--- src/rtl/boot_loader_wr.sv ---
// Boot-time memory writer: unpacks a framed UART byte stream into 32-bit RAM writes
// and releases core fetch only after the whole image passes its XOR checksum.
module boot_loader_wr #(
    parameter int ADDR_WIDTH = 32,
    parameter int DATA_WIDTH = 32
) (
    input  logic                  clk_i,
    input  logic                  rst_ni,
    input  logic                  rx_valid_i,
    input  logic [7:0]            rx_data_i,
    output logic                  rx_ready_o,
    output logic                  mem_req_o,
    output logic                  mem_we_o,
    output logic [ADDR_WIDTH-1:0] mem_addr_o,
    output logic [31:0]           mem_wdata_o,
    output logic [3:0]            mem_be_o,
    input  logic                  mem_gnt_i,
    output logic                  busy_o,
    output logic                  done_o,
    output logic                  fetch_en_o,
    output logic                  err_o
);

    generate
        if (DATA_WIDTH != 32) begin : g_bad_dw
            $error("boot_loader_wr: DATA_WIDTH must be 32");
        end
        if (ADDR_WIDTH < 3) begin : g_bad_aw
            $error("boot_loader_wr: ADDR_WIDTH must be at least 3");
        end
    endgenerate

    typedef enum logic [2:0] {
        ST_IDLE, ST_HDR_A, ST_HDR_C, ST_DATA, ST_WRITE, ST_CHK, ST_DONE, ST_ERR
    } state_t;

    state_t                r_state, w_state_nxt;
    logic [ADDR_WIDTH-1:0] r_addr, w_addr_ld;
    logic [31:0]           r_sh, w_sh_nxt, r_wdata;
    logic [15:0]           r_cnt;
    logic [1:0]            r_idx;
    logic [7:0]            r_xor;
    logic                  r_req;
    logic [3:0]            r_be;
    logic                  w_acc;

    assign w_acc    = rx_valid_i && rx_ready_o;
    // Bytes arrive LSB first, so shift in from the top.
    assign w_sh_nxt = {rx_data_i, r_sh[31:8]};

    generate
        if (ADDR_WIDTH <= 32) begin : g_addr_narrow
            assign w_addr_ld = w_sh_nxt[ADDR_WIDTH-1:0];
        end else begin : g_addr_wide
            assign w_addr_ld = {{(ADDR_WIDTH-32){1'b0}}, w_sh_nxt};
        end
    endgenerate

    always_comb begin
        w_state_nxt = r_state;
        case (r_state)
            ST_IDLE:  if (w_acc && rx_data_i == 8'hA5) w_state_nxt = ST_HDR_A;
            ST_HDR_A: if (w_acc && r_idx == 2'd3)
                          w_state_nxt = (w_sh_nxt[1:0] != 2'b00) ? ST_ERR : ST_HDR_C;
            ST_HDR_C: if (w_acc && r_idx == 2'd1)
                          w_state_nxt = ({rx_data_i, r_cnt[7:0]} == 16'd0) ? ST_CHK : ST_DATA;
            ST_DATA:  if (w_acc && r_idx == 2'd3) w_state_nxt = ST_WRITE;
            ST_WRITE: if (mem_gnt_i) w_state_nxt = (r_cnt == 16'd1) ? ST_CHK : ST_DATA;
            ST_CHK:   if (w_acc) w_state_nxt = (rx_data_i == r_xor) ? ST_DONE : ST_ERR;
            default:  w_state_nxt = r_state;
        endcase
    end

    always_ff @(posedge clk_i or negedge rst_ni) begin
        if (!rst_ni) begin
            r_state <= ST_IDLE;
            r_addr  <= '0;
            r_sh    <= '0;
            r_wdata <= '0;
            r_cnt   <= '0;
            r_idx   <= '0;
            r_xor   <= '0;
            r_req   <= 1'b0;
            r_be    <= 4'h0;
        end else begin
            r_state <= w_state_nxt;
            // Request is a registered copy of "next state is WRITE".
            r_req   <= (w_state_nxt == ST_WRITE);
            r_be    <= (w_state_nxt == ST_WRITE) ? 4'hF : 4'h0;
            if (w_acc) begin
                case (r_state)
                    ST_IDLE: begin
                        r_xor <= 8'h00;
                        r_idx <= 2'd0;
                    end
                    ST_HDR_A: begin
                        r_sh  <= w_sh_nxt;
                        r_xor <= r_xor ^ rx_data_i;
                        r_idx <= r_idx + 2'd1;
                        if (r_idx == 2'd3) r_addr <= w_addr_ld;
                    end
                    ST_HDR_C: begin
                        r_xor <= r_xor ^ rx_data_i;
                        r_idx <= (r_idx == 2'd1) ? 2'd0 : r_idx + 2'd1;
                        if (r_idx == 2'd0) r_cnt[7:0]  <= rx_data_i;
                        else               r_cnt[15:8] <= rx_data_i;
                    end
                    ST_DATA: begin
                        r_sh  <= w_sh_nxt;
                        r_xor <= r_xor ^ rx_data_i;
                        r_idx <= r_idx + 2'd1;
                        if (r_idx == 2'd3) r_wdata <= w_sh_nxt;
                    end
                    default: ;
                endcase
            end
            if (r_state == ST_WRITE && mem_gnt_i) begin
                r_addr <= r_addr + ADDR_WIDTH'(4);
                r_cnt  <= r_cnt - 16'd1;
            end
        end
    end

    assign rx_ready_o  = (r_state != ST_WRITE);
    assign busy_o      = (r_state != ST_IDLE) && (r_state != ST_DONE) && (r_state != ST_ERR);
    assign done_o      = (r_state == ST_DONE);
    assign fetch_en_o  = done_o;
    assign err_o       = (r_state == ST_ERR);
    assign mem_req_o   = r_req;
    assign mem_we_o    = r_req;
    assign mem_addr_o  = r_addr;
    assign mem_wdata_o = r_wdata;
    assign mem_be_o    = r_be;

endmodule

--- config.mk ---
export PLATFORM = sky130hd
export DESIGN_NAME = boot_loader_wr
export DESIGN_NICKNAME = d
export VERILOG_FILES = /design/src/rtl/boot_loader_wr.sv
export SDC_FILE = /design/constraint.sdc
export NUM_CORES = 1
export LEC_CHECK = 0
export BUFFER_PORTS_ARGS = -buffer_cell sky130_fd_sc_hd__buf_4
export CELL_PAD_IN_SITES_DETAIL_PLACEMENT = 1
export CELL_PAD_IN_SITES_GLOBAL_PLACEMENT = 2
export CORE_UTILIZATION = 30
export DETAILED_ROUTE_END_ITERATION = 10
export PLACE_DENSITY = 0.73
export SYNTH_ARGS = -nofsm -noshare
export SYNTH_HDL_FRONTEND = slang
export SYNTH_SLANG_ARGS = --single-unit
--- constraint.sdc ---
create_clock -name clk_i -period 3.6 [get_ports clk_i]
set_input_delay 0.36 -clock clk_i [delete_from_list [all_inputs] [get_ports clk_i]]
set_output_delay 0.36 -clock clk_i [all_outputs]
set_load 0.02 [all_outputs]
==> out/metrics.cfg, run 1 <==
[sta]
setup_viol=0
slew_headroom_pct=46.70
rsz0062_at_grt=false
worstMarginPinSlew_ns=0.7965
hold_violations=5
slew_violations=0
fmax_mhz=424.3
layout_min_cycle_time_ns=2.357
setup_tns_ns=0
postLayoutSetupSlackWorst_ns=1.243
fin_crit_sh_pct=65.47
finClkSkew_ns=0.02257
whs_ns=-0.007183

[finish]
mostFrequentLayoutCells=118 x dfrtp_1, 93 x buf_4, 73 x nand2_1
drive_above_1_share_pct=28.51
layout_commonest_cell=dfrtp_1
n_antenna_cell=0
utilization_pct=37.55
fin_nets=684
syn2layout_area_growth_pct=22.06
fill_cells=2229

[place]
dp_hpwl_mm=12.93
io_buffers=86
pre_cts_ws_ns=1.268
gp_congestion=0.8420

[clock_network]
cts_buffer_depth=2
cts_tree=built
clk_pin_slew_ns=0.06
clk_latency_ns=0.42
cts_max_level=4
root_buffer=clkbuf_16
cts.sinks=118
cts_hold_buf=0
cts_buffers=17
postCtsSetupBuffers=0
post_cts_resized=0

[yosys]
ys_ff_latch=118
synth-edff-count=0
syn_inst=593
netlist_area_um2=6007
synth_flop_cell=dfrtp_1
synthArstFlopShare_pct=100.0
ys_seq_area_share_pct=49.16
synth.avg_cell_area_um2=10.13
syn-num-nets=613
synth_cell_types=65
synth_warnings=0

[global_route]
grt_use_total_pct=19.15
antenna_found_initial=0
first_global_vias=5259
grt_pass1_wl_mm=29.83
grt_max_degree=64
grt-ovfl-total=0

[worst_setup_path]
critical_path.slowest_cell=nor2_1
cp-start-kind=register
end_kind=primary output
max_stage_delay_ns=0.69
arrival_ns=2.00
worstSetupPathType=register to primary output
path_cells=nor2_1 > nand2_1 > buf_4
cp_max_fo=14
required_ns=3.24

[detailed_routing]
num_vias=4915
wl_per_cell_um=19.37
dr.pass1.iters=4
drtIter0Drc=340
via_per_inst=5.218
ant_nets=0
drt-total-wl_mm=18.25
drc=0

[floorplan]
start_util_pct=30.76
num_rows=51
ioPinCount=87
die-width_um=143.5
core_area_um2=19530
fp.dieArea_um2=20590
die_h_um=143.5

[power]
p_per_area_nw_per_um2=907.9
power.leakage_nw=3.269
vdd_drop_max_mv=0.4059

[status]
violations=negative hold slack
outcome=finished, violations left

[hold_path]
hold_class=input pin to async pin

[run]
cap_violations=0

cells in the mapped netlist, drive strengths merged (3+ instances only):
library cell	instances	area (um^2)
nor2b	4	25.02
and3	8	50.05
buf	19	163.9
a21oi	25	125.1
dfrtp	118	2953
xor2	7	61.31
nor2	55	206.5
ha	8	100.1
nor3	23	131.4
or2	3	18.77
a311oi	12	105.1
and2	4	26.28
nand3	19	100.1
clkbuf	23	117.6
nor4	8	71.32
nor3b	3	22.52
nand2	73	274.0
o31ai	3	22.52
a211o	3	26.28
o21ai	35	175.2
a31oi	4	25.02
a211oi	18	135.1
mux2	49	551.8
nand4	6	37.54
o221a	3	33.78
or4	7	71.31
inv	16	60.06
report_power, final:
group          leakage [nW]  internal [mW]  switching, mW
registers              1.46           1.93          0.744
clock network         0.253          0.946          0.626
logic                  1.55           1.09           1.32
per-layer routing:
layer  vias up  wire [um]  GRT usage [%]
li1       2283          -              -
met1      2525       8669          26.71
met2        96       8700          29.59
met3        11        685          4.132
met4         0        196          5.767
met5         -          0              0
registers in the layout (all words and copies together), names as in the netlist:
| name | cells |
|---|---|
| mem_addr_o | 32 |
| r_idx | 2 |
| r_sh | 24 |
| mem_be_o | 1 |
| mem_wdata_o | 32 |
| r_state | 3 |
| r_xor | 8 |
| r_cnt | 16 |
critical path, delay by kind of cell (launching register included):
kind | cells | cell delay (ns)
buf+inv | 1 | 0.19
flops | 1 | 0.55
simple gates | 2 | 0.84
metrics by stage:
step	std cells	power, mW	instance area, um^2
2_1_floorplan	593	4.012	6007
3_3_place_gp	910	5.017	6790
3_5_place_dp	910	5.119	6790
4_1_cts	942	6.735	7332
5_1_grt	942	7.110	7332
6_report	942	6.657	7332
layout make-up:
| cell class | instances | area, um^2 | share of cell area (%) |
|---|---|---|---|
| repair buffers | 94 | 718.2 | 9.795 |
| inverters | 16 | 60.06 | 0.8191 |
| multi-input cells | 417 | 2728 | 37.20 |
| clock inverters | 12 | 105.1 | 1.433 |
| well taps | 265 | 331.6 | 4.522 |
| clock buffers | 20 | 436.7 | 5.956 |
| flip-flops and latches | 118 | 2953 | 40.27 |
final timing paths:
| check | start | endpoint | slack, ns | cells past startpoint |
|---|---|---|---|---|
| max reg2reg | r_state[0] | mem_addr_o[13] | 1.26 | 5 |
| max | r_state[0] | rx_ready_o | 1.24 | 3 |
| min reg2reg | mem_addr_o[0] | mem_addr_o[0] | 0.48 | 2 |
| max in group asynchronous | rst_ni | mem_addr_o[11] | 2.79 | 2 |
| min in group clk_i | rx_data_i[4] | r_sh[28] | 0.26 | 3 |
| min | rst_ni | r_xor[5] | -0.007 | 1 |
cells by family (layout without fill, tap and decap cells):
group,Yosys count,count (layout),share of synthesized area [%]
buf+inv,58,142,5.686
compound gates,124,124,13.73
simple gates,227,227,19.23
fa+ha+maj,8,8,1.666
xor+xnor,7,7,1.021
mux,51,51,9.519
flops,118,118,49.16
Power figures use the tool's default switching activity.
==> run 2: changes to the inputs <==
- PLACE_DENSITY: 0.73 -> 0.75
- clock period: 3.6 -> 2.15 ns (I/O delays scaled with it)
==> run 2 against run 1 <==
Effect of this change:
- the flow now finishes without violations
- critical path depth up 4
- clock power up 76%
- combinational power up 94%
- cell count up 3.8%
- register-to-register slack worse by 1.2 ns
- sequential share of layout area down 2.1 points
- highest routed layer unchanged
- final area up 5.5%
- clock skew down 0.016 ns
- utilization up 2.1 points
- count of clock-buffer cells in the layout up 3
- total power up 76%
==> out/metrics.cfg, run 2 (synthesis gave the netlist of run 1 again) <==
[status]
outcome=finished, final reports clean

[clock_network]
cts.sinks=118  ; unchanged
cts_tree=built
cts_buffers=17  ; unchanged
clk_pin_slew_ns=0.06  ; about the same
cts_buffer_depth=2  ; unchanged
cts_max_level=4  ; unchanged
root_buffer=clkbuf_16
clk_latency_ns=0.42  ; about the same

[power]
power.leakage_nw=3.492  ; +6.8%
intPower_mw=7.085  ; +79%
swShare_pct=39.53  ; -0.88 points
clkPwrFrac_pct=23.5  ; about the same
p_comb_share_pct=39.9  ; +3.7 points
seqPwrFrac_pct=36.6  ; -3.6 points
p_per_area_nw_per_um2=1515  ; +67%
vdd_drop_max_mv=0.6067  ; +49%
total_power_mw=11.72  ; +76%
p_sw_mw=4.631  ; +72%

[place]
placed_area_um2=7056  ; +3.9%
dp_hpwl_mm=13.74  ; +6.2%
io_buffers=86  ; unchanged
gp_congestion=0.8067  ; -4.2%
pre_cts_ws_ns=-0.09329  ; -1.362 ns

[worst_setup_path]
arrival_ns=2.42  ; +0.42 ns
end_kind=register
required_ns=2.47  ; -0.77 ns
worstSetupPathType=register to register
cp-start-kind=register
cp_max_fo=4  ; -10

[sta]
whs_ns=0.1252  ; +0.1324 ns
layout_min_cycle_time_ns=2.104
rsz0062_at_grt=true
postLayoutSetupSlackWorst_ns=0.04576  ; -1.197 ns
worstMarginPinSlew_ns=0.6346  ; -0.1619 ns
finClkSkew_ns=0.006479  ; -0.01609 ns
setup_viol=0  ; unchanged
slew_headroom_pct=57.69  ; +11 points
fmax_mhz=475.2
fin_crit_sh_pct=97.87
slew_violations=0  ; unchanged
hold_violations=0  ; -5

[global_route]
antenna_found_initial=0  ; unchanged
grt-ovfl-total=0  ; unchanged
grt_max_degree=50  ; -22%
first_global_vias=5540  ; +5.3%
grt_pass1_wl_mm=30.69  ; +2.9%
grt_use_total_pct=19.67  ; +0.52 points

[floorplan]
ioPinCount=87  ; unchanged
die-width_um=143.5  ; unchanged
num_rows=51  ; unchanged
start_util_pct=30.76  ; unchanged
die_h_um=143.5  ; unchanged
core_area_um2=19530  ; unchanged
fp.dieArea_um2=20590  ; unchanged

[detailed_routing]
route.met3.wl_mm=1.060  ; +55%
drt-met1-wl_mm=8.613  ; -0.65%
drc=0  ; unchanged
wl_per_cell_um=19.68  ; +1.6%
ant_nets=0  ; unchanged
dr.pass1.iters=5  ; +1
num_vias=5123  ; +4.2%
via_per_inst=5.238  ; +0.40%
drtIter0Drc=223  ; -34%
drt-total-wl_mm=19.25  ; +5.4%
wl_met2_mm=9.256  ; +6.4%
highest_layer=met4

[finish]
utilization_pct=39.61  ; +2.1 points
drive_above_1_share_pct=33.66  ; +5.2 points
final_cell_area_um2=7734  ; +5.5%
layout_commonest_cell=buf_4
n_antenna_cell=0  ; unchanged
fin_nets=721  ; +5.4%
mostFrequentLayoutCells=127 x buf_4, 118 x dfrtp_1, 72 x nand2_1
syn2layout_area_growth_pct=28.74

[run]
cap_violations=0  ; unchanged

[hold_path]
hold_class=input pin to register

run 2: final timing paths:
kind,startpoint,endpoint,slack [ns],cells after the start
worst min register to register,mem_addr_o[0],mem_addr_o[0],0.49,2
worst max register to register,r_cnt[1],mem_be_o[2],0.05,7
min in group asynchronous,rst_ni,r_xor[7],0.36,2
worst min-delay path,rx_data_i[6],r_sh[30],0.13,3
worst max-delay path,r_cnt[1],mem_be_o[2],0.05,7
max in group asynchronous,rst_ni,mem_wdata_o[3],1.09,3
run 2: metrics by stage:
step           TNS [ns]  instances
2_1_floorplan         0        593
3_3_place_gp          0        942
3_5_place_dp    -0.1077        942
4_1_cts               0        974
5_1_grt        -0.09448        978
6_report              0        978
run 2: repair_timing:
item                                    in CTS  in global routing
gates cloned                                 0                  0
hold buffers                                 1                  0
endpoints found under the hold margin       38                  0
pin swaps                                    0                  7
gates resized for setup                      3                 13
buffers inserted                             0                  4
endpoints found under the setup margin       4                  9
run 2: power by group through the flow:
| stage | Combinational (mW) | Clock (mW) | Sequential (mW) |
|---|---|---|---|
| after global placement | 4.42 | 0 | 4.22 |
| after detailed placement | 4.60 | 0 | 4.29 |
| after CTS | 4.63 | 2.81 | 4.27 |
| after global routing | 5.10 | 2.90 | 4.44 |
| final | 4.67 | 2.76 | 4.28 |
| after floorplan | 2.01 | 0 | 4.70 |
run 2: area by class of cell:
cell class,instances,area [um^2]
Inverter,16,60.06
Clock inverter,8,100.1
Multi-Input combinational cell,417,2798
Clock buffer,23,467.9
Sequential cell,118,2953
Fill cell,2220,11790
Timing Repair Buffer,131,1023
Tap cell,265,331.6
run 2: routing by layer:
| layer | vias to the layer above | GRT usage, % |
|---|---|---|
| met5 | - | 0 |
| met4 | 0 | 6.271 |
| met3 | 24 | 4.632 |
| met2 | 126 | 31.58 |
| met1 | 2616 | 26.07 |
| li1 | 2357 | - |
run 2: critical path: stages (launching register included):
cell      delay, ns
dfrtp_1        0.43
inv_2          0.11
ha_4           0.13
or4b_4         0.46
nor4_4         0.26
nand3_1        0.12
a211o_1        0.30
a311oi_1       0.20
==> run 3: changes to the inputs <==
- CELL_PAD_IN_SITES_DETAIL_PLACEMENT: 1 -> not set
- CELL_PAD_IN_SITES_GLOBAL_PLACEMENT: 2 -> not set
- PLACE_DENSITY: 0.75 -> 0.54
==> run 3 against run 2 <==
Effect of this change:
- via count shrank 2.1%
- global-route usage shrank 2.1 points
- critical path depth shrank 2
- die area is the same
- worst hold slack lost 0.0047 ns
- flip-flop and latch count is the same
- combinational power shrank 3%
- highest routed layer unchanged
- first-iteration DRC count grew 110%
- critical path type unchanged
- largest cell class unchanged
- routed wire length shrank 10%
- register-to-register slack lost 0.02 ns
- fmax shrank 0.94%
==> out/metrics.cfg, run 3 (synthesis gave the netlist of run 1 again) <==
[status]
outcome=finished, final reports clean

[sta]
rsz0062_at_grt=true
fin_crit_sh_pct=98.80  ; +0.92 points
layout_min_cycle_time_ns=2.124  ; +0.01987 ns
setup_viol=0  ; unchanged
slew_headroom_pct=58.57  ; +0.88 points
slew_violations=0  ; unchanged
hold_violations=0  ; unchanged
finClkSkew_ns=0.005394  ; -0.001085 ns
worstMarginPinSlew_ns=0.6192  ; -0.01545 ns
whs_ns=0.1205  ; -0.004690 ns
fmax_mhz=470.8  ; -0.94%

[power]
p_comb_share_pct=38.2  ; -1.7 points
intPower_mw=7.351  ; +3.8%
swShare_pct=37.82  ; -1.7 points
clkPwrFrac_pct=25.8  ; +2.3 points
power.leakage_nw=3.512  ; +0.57%
total_power_mw=11.82  ; +0.91%
vdd_drop_max_mv=0.7536  ; +24%
p_per_area_nw_per_um2=1532  ; +1.1%
p_sw_mw=4.472  ; -3.4%
seqPwrFrac_pct=35.9  ; -0.7 points

[worst_setup_path]
critical_path_depth=5  ; -2
worstSetupPathType=register to register
max_stage_delay_ns=0.55  ; +0.09 ns
cp_max_fo=4  ; unchanged
cp-start-kind=register
path_cells=or4_4 > or4_4 > nor4_4 > mux2_4 > o21ai_2
r2r_cells=5  ; -2
critical_path.slowest_cell=or4_4
required_ns=2.50  ; +0.03 ns
cpLargestDelayFamily=simple AND/OR/NAND/NOR gates
r2r_slack_ns=0.03  ; -0.02 ns
crit_buf_inv=0  ; -1
arrival_ns=2.47  ; +0.05 ns
crit_top_cell=or4_4
end_kind=register

[floorplan]
start_util_pct=30.76  ; unchanged
fp.dieArea_um2=20590  ; unchanged
core_area_um2=19530  ; unchanged
num_rows=51  ; unchanged
ioPinCount=87  ; unchanged
die-width_um=143.5  ; unchanged
die_h_um=143.5  ; unchanged

[hold_path]
hold_depth=3  ; unchanged
hold_class=input pin to register

[global_route]
grt_use_total_pct=17.56  ; -2.1 points
grt_max_degree=70  ; +40%
grt-ovfl-total=0  ; unchanged
first_global_vias=4850  ; -12%
grt_pass1_wl_mm=27.19  ; -11%
antenna_found_initial=0  ; unchanged

[clock_network]
cts.sinks=118  ; unchanged
clk_pin_slew_ns=0.05  ; about the same
cts_buffer_depth=2  ; unchanged
root_buffer=clkbuf_16
cts_tree=built
clk_latency_ns=0.42  ; about the same
cts_buffers=17  ; unchanged
cts_max_level=4  ; unchanged

[place]
io_buffers=86  ; unchanged
gp_congestion=0.8509  ; +5.5%
dp_hpwl_mm=12.15  ; -12%

[detailed_routing]
via_per_inst=5.150  ; -1.7%
wl_per_cell_um=17.74  ; -9.8%
num_vias=5016  ; -2.1%
drtIter0Drc=465  ; +110%
drt-total-wl_mm=17.28  ; -10%
drc=0  ; unchanged
dr.pass1.iters=5  ; unchanged
ant_nets=0  ; unchanged

[finish]
syn2layout_area_growth_pct=28.49
n_antenna_cell=0  ; unchanged
mostFrequentLayoutCells=124 x buf_4, 118 x dfrtp_1, 73 x nand2_1
layout_commonest_cell=buf_4
fin_nets=717  ; -0.55%
drive_above_1_share_pct=32.72  ; -0.94 points
ff_latch_area_um2=2953  ; unchanged
fill_cells=1918  ; -14%
multi_input_area_um2=2766  ; -1.1%

[run]
cap_violations=0  ; unchanged

## run 3: changes by cell type in the layout (fill, tap and decap cells not counted), moves of 2 or more
| cell | before | now |
|---|---|---|
| buf_4 | 127 | 124 |
| bufinv_16 | 2 | 5 |
| clkbuf_1 | 4 | 2 |
| clkinv_2 | 2 | 6 |
| clkinvlp_4 | 4 | 0 |
| or4_1 | 0 | 2 |
| or4_4 | 7 | 5 |
## run 3: area by class of cell
type | count | share of cell area [%]
Sequential cell | 118 | 38.26
Multi-Input combinational cell | 417 | 35.84
Timing Repair Buffer | 127 | 12.71
Clock buffer | 20 | 5.787
Tap cell | 265 | 4.296
Clock inverter | 11 | 2.334
Inverter | 16 | 0.7781
## run 3: power groups by stage
stage	sequential, mW	combinational, mW	clock (mW)
floorplan	4.70	2.01	0
detailed placement	4.26	4.50	0
CTS	4.24	4.52	3.10
finish	4.25	4.52	3.06
global route	4.40	4.94	3.20
global placement	4.22	4.42	0
## run 3: worst reg2reg max path, stage by stage (launching register included)
cell and delay [ns]:
dfrtp_1 0.41, or4_4 0.55, or4_4 0.55, nor4_4 0.17
mux2_4 0.33, o21ai_2 0.05
## run 3: final timing paths
path                                       end           from
worst max-delay path                 r_cnt[13]       r_cnt[0]
worst min-delay path                  r_sh[28]   rx_data_i[4]
worst max register to register       r_cnt[13]       r_cnt[0]
worst min register to register   mem_addr_o[1]  mem_addr_o[1]
max in group asynchronous            r_cnt[12]         rst_ni
min in group asynchronous       mem_wdata_o[3]         rst_ni
## run 3: through the flow
stage / worst slack, ns / std cells / setup TNS (ns) / cell area, um^2 / utilization (%)
floorplan: 0.05730 / 593 / 0 / 6007 / -
global placement: 0.04027 / 941 / 0 / 7036 / 36.03
detailed placement: 0.02346 / 941 / 0 / 7036 / 36.03
CTS: 0.01715 / 973 / 0 / 7672 / 39.29
global route: -0.02121 / 974 / -0.04565 / 7719 / 39.53
finish: 0.02589 / 974 / 0 / 7719 / 39.53
## run 3: per-layer routing
metal | vias up | wire, um | global-route usage [%]
li1 | 2354 | - | -
met1 | 2486 | 8140 | 24.87
met2 | 153 | 8049 | 26.65
met3 | 23 | 847 | 3.799
met4 | 0 | 244 | 5.319
met5 | - | 0 | 0
## run 3: repair_timing
action                                  in CTS  in global routing
hold buffers                                 1                  0
endpoints found under the setup margin       0                  8
buffers inserted                             0                  1
hold endpoints to repair                    24                  0
gates resized for setup                      0                  9
